`config.mk`:
```
export PLATFORM = sky130hd
export DESIGN_NAME = negate_rr_scheduler
export DESIGN_NICKNAME = d
export VERILOG_FILES = /design/src/rtl/negate_rr_scheduler.sv
export SDC_FILE = /design/constraint.sdc
export NUM_CORES = 1
export LEC_CHECK = 0
export ABC_AREA = 1
export CORE_ASPECT_RATIO = 0.7
export CORE_UTILIZATION = 55
export DETAILED_ROUTE_END_ITERATION = 10
export DONT_BUFFER_PORTS = 1
export PLACE_DENSITY = 0.75
export SETUP_SLACK_MARGIN = 0.2
export SLEW_MARGIN = 20
export SYNTH_ARGS = -nofsm -noshare
export SYNTH_HDL_FRONTEND = slang
export SYNTH_SLANG_ARGS = --single-unit
```
`constraint.sdc`:
```
create_clock -name clk -period 5.9 [get_ports clk]
set_input_delay 0.59 -clock clk [delete_from_list [all_inputs] [get_ports clk]]
set_output_delay 0.59 -clock clk [all_outputs]
set_load 0.03 [all_outputs]
```
`src/rtl/negate_rr_scheduler.sv`:
```
// negate_rr_scheduler: round-robin shared two's-complement negation with registered result
module negate_rr_scheduler #(
   parameter int WIDTH = 4,
   parameter int NREQ  = 4,
   localparam int IDW  = $clog2(NREQ)
)(
   input  logic                    clk,
   input  logic                    rst_n,
   input  logic [NREQ-1:0]         req_valid,
   input  logic [NREQ*WIDTH-1:0]   req_data,
   output logic [NREQ-1:0]         req_ready,
   output logic                    out_valid,
   input  logic                    out_ready,
   output logic [WIDTH-1:0]        out_data,
   output logic [IDW-1:0]          out_id,
   output logic                    out_ovf,
   output logic [7:0]              busy_cnt
);
   localparam logic [0:0] EMPTY = 1'b0;
   localparam logic [0:0] FULL  = 1'b1;
   logic [0:0]       state;
   logic [IDW-1:0]   rr_ptr, g, idx;
   logic             found, accept;
   logic [WIDTH-1:0] op;
   always_comb begin
      found = 1'b0;
      g = '0;
      idx = '0;
      for (int k = 0; k < NREQ; k++) begin
         idx = IDW'((int'(rr_ptr) + k) % NREQ);
         if (!found && req_valid[idx]) begin
            found = 1'b1;
            g = idx;
         end
      end
   end
   // reset gates the grant so req_ready is quiet while rst_n is low
   assign accept    = rst_n && found && (state == EMPTY || out_ready);
   assign req_ready = accept ? NREQ'(1) << g : '0;
   assign op        = req_data[g*WIDTH +: WIDTH];
   assign out_valid = (state == FULL);
   always_ff @(posedge clk or negedge rst_n) begin
      if (!rst_n) begin
         state    <= EMPTY;
         out_data <= '0;
         out_id   <= '0;
         out_ovf  <= 1'b0;
         busy_cnt <= '0;
         rr_ptr   <= '0;
      end else begin
         if (accept) begin
            state    <= FULL;
            out_data <= ~op + WIDTH'(1);
            out_id   <= g;
            out_ovf  <= (op == {1'b1, {(WIDTH-1){1'b0}}});
            rr_ptr   <= (g == IDW'(NREQ-1)) ? '0 : g + IDW'(1);
         end else if (out_ready) begin
            state <= EMPTY;
         end
         if (state == FULL && !out_ready && busy_cnt != 8'hFF)
            busy_cnt <= busy_cnt + 8'd1;
      end
   end
endmodule

```
==> results_dict.tcl <==
set metrics [dict create \
    fillerInstances 194 \
    yosys.area_share.adder 0.0542 \
    synth-main-ff-cell "sky130_fd_sc_hd__dfrtp_1" \
    globalRoute.totalOverflow 0 \
    synth-edff-count 0 \
    ant_nets 0 \
    worstReg2RegStart "rr_ptr[0]" \
    yosysTopAreaCellShare 0.325 \
    viasPerCell 5.28 \
    outcome "completed" \
    synth.mux.area_fraction 0 \
    via_count 1135 \
    clock_tree.buffer_depth 2 \
    io_pins 43 \
    multiInputGateArea_um2 826 \
    timing.setup.critical_path_class "flip-flop to output pin" \
    maxSlewHeadroom 0.464 \
    clock_sink_count 18 \
    gp_congestion 0.847 \
    yosys-top-cells-area "sky130_fd_sc_hd__dfrtp_1 (33%), sky130_fd_sc_hd__nand2_1 (15%), sky130_fd_sc_hd__nand2_2 (5.9%)" \
    antenna_found_initial 0 \
    grt_max_degree 19 \
    first_pass_iters 4 \
    cp_top_family "simple AND/OR/NAND/NOR gates" \
    synthXorXnorAreaFrac 0.0443 \
    synth_commonest_cells "sky130_fd_sc_hd__nand2_1 (55), sky130_fd_sc_hd__dfrtp_1 (18), sky130_fd_sc_hd__inv_1 (17)" \
    drt-total-wl_um 2800 \
    synthesis.nets 210 \
    antenna-diode-count 0 \
    layout.core_utilization 0.637 \
    seq_area_frac_synth 0.325 \
    wire_length_of_the_first_global_routing_pass_um 4620 \
    met3_wire_length_um 216 \
    holdCritPathClass "primary input to flip-flop" \
    timing.fmax_mhz 309 \
    synth_top_cell_by_area "sky130_fd_sc_hd__dfrtp_1" \
    holdBufCountCts 1 \
    wl_met2_um 1270 \
    synthMostInstantiatedCell "sky130_fd_sc_hd__nand2_1" \
    initialDrtViolationCount 62 \
    total_setup_buffers_inserted_after_cts 0 \
    placement.io_buffers 0 \
    synthesis.yosys.warnings 0 \
    synth_simple_gate_area_share 0.455 \
    initial_util 0.612 \
    floorplan.core_area_um2 2260 \
    min_delay_path_depth 3 \
    worst_hold_path.endpoint "out_valid" \
    ctsHtreeMaxLevel 1 \
    critical_path_required_ps 5310 \
    rows 14 \
    metal1_wirelength_um 1320 \
    r2r.worst_path.cells 10 \
    synth_cell_types 25 \
    flow.area_growth_from_synthesis_pct 4.07 \
    timing.hold.worst.start "out_ready" \
    compound_gate_fraction_of_synth_area 0.0434 \
    timing.setup.tns_ps 0 \
    critical_path.cell_chain "inv_8 > nand2_2 > nand3_1 > nand2_1 > inv_1 > nand3_4 > nand3_1 > nor2_1" \
    grt_pass1_vias 1115 \
    synth_async_sr_flop_share 1.00 \
    number_of_violations_of_the_max_capacitance_limit 0 \
    rsz_0062_raised_after_global_routing "no" \
    post_drt_wl_per_cell_um 13.0 \
    number_of_buffers_created_by_cts 3 \
    place_hpwl_um 2220 \
    endpoints_failing_setup 0 \
    finalNetCount 214 \
    critical_path.slowest_cell "sky130_fd_sc_hd__dfrtp_1" \
    die_y_um 44.0 \
    cp_slowest_stage_delay_ps 660 \
    cts_root_buf "sky130_fd_sc_hd__clkbuf_4" \
    hold_slack_ps 511 \
    timing.critical_path.fanout_max 16 \
    clk_pin_slew_worst_paths_ps 90 \
    largest_family_of_logic_cells_by_synthesized_area "simple AND/OR/NAND/NOR gates" \
    clock_tree_from_tritoncts "built" \
    maxSlewViolCount 0 \
    syn_inst 181 \
    ys_seq_elements 18 \
    remaining_drc_errors 0 \
    mean_post_synth_cell_area_um2 7.65 \
    cp.buffers_inverters 2 \
    dr.max_layer_used "met3" \
    die_area_um2 2720 \
    clk_latency_ps 290 \
    timing.final.crit_share 0.548 \
    timing.critical_path.arrival_ps 2650 \
    drive_above_1_share 0.197 \
    post_synth_instance_area_um2 1380 \
    fin_worst_skew_ps 0.925 \
    cts_repair_resize_count 0 \
    minimum_period_implied_by_the_final_worst_setup_slack_ps 3240 \
    cp_common_cell "sky130_fd_sc_hd__nand3_1" \
    layout.area.seq_um2 450 \
    setup.worst_path.end_class "output pin" \
    reg2reg_slack_ps 3510 \
    die_w_um 62.0 \
    r2r-end "rr_ptr[0]" \
    tightest_slew_ps 801 \
    critical_path.startpoint_type "flip-flop" \
    timing.final.hold_violations 0 \
    track_usage 0.233 \
]
[sequential cells by signal (all words and copies together) (netlist names)]
register,cells
out_valid,1
out_ovf,1
out_id,2
rr_ptr,2
out_data,4
busy_cnt,8
[layout make-up]
type / instances / share of cell area
repair buffers: 1 / 0.00695
inverters: 22 / 0.0634
clock buffers: 3 / 0.0156
well taps: 32 / 0.0278
multi-input cells: 139 / 0.573
flip-flops and latches: 18 / 0.313
[placed cells by master (no fill, tap or decap), drive strengths merged, types with 3 or more instances in the layout]
cell	instances
xor2	3
clkbuf	3
nand2	71
nand3	23
nand4	10
dfrtp	18
xnor2	4
o21ai	6
ha	6
inv	21
nor2	13
[worst min-delay path: stages]
cell and delay, ps:
sky130_fd_sc_hd__nor2_1 20, sky130_fd_sc_hd__inv_1 90, sky130_fd_sc_hd__nand2_1 60
[cell families after synthesis]
family	Yosys count
flip-flops	18
buffers and inverters	24
AO/OA/AOI/OAI	9
XOR/XNOR	7
AND/OR/NAND/NOR	117
adder cells (fa/ha/maj)	6
[worst max path at each step]
stage,startpoint,slack [ps],depth (start not counted),end
after detailed placement,rr_ptr[0],2960,8,req_ready[1]
after global placement,rr_ptr[0],3080,8,req_ready[0]
after global routing,rr_ptr[0],2420,8,req_ready[1]
after CTS,rr_ptr[0],2640,8,req_ready[1]
final,rr_ptr[0],2660,8,req_ready[1]
after floorplan,req_valid[3],3320,12,req_ready[1]
[routing by layer]
layer / track usage / up-vias
li1: - / 587
met1: 0.313 / 511
met2: 0.379 / 37
met3: 0.0836 / 0
met4: 0.0133 / 0
met5: 0 / -
[through the flow]
| step | instances | setup slack [ps] | instance area [µm²] |
|---|---|---|---|
| global placement | 211 | 3080 | 1410 |
| finish | 215 | 2660 | 1440 |
| global route | 215 | 2420 | 1440 |
| detailed placement | 211 | 2960 | 1410 |
| CTS | 215 | 2640 | 1440 |
| floorplan | 181 | 3320 | 1380 |
Power is not shown: default switching activity piles up to over one toggle a cycle in this logic, so the estimate is an artifact.
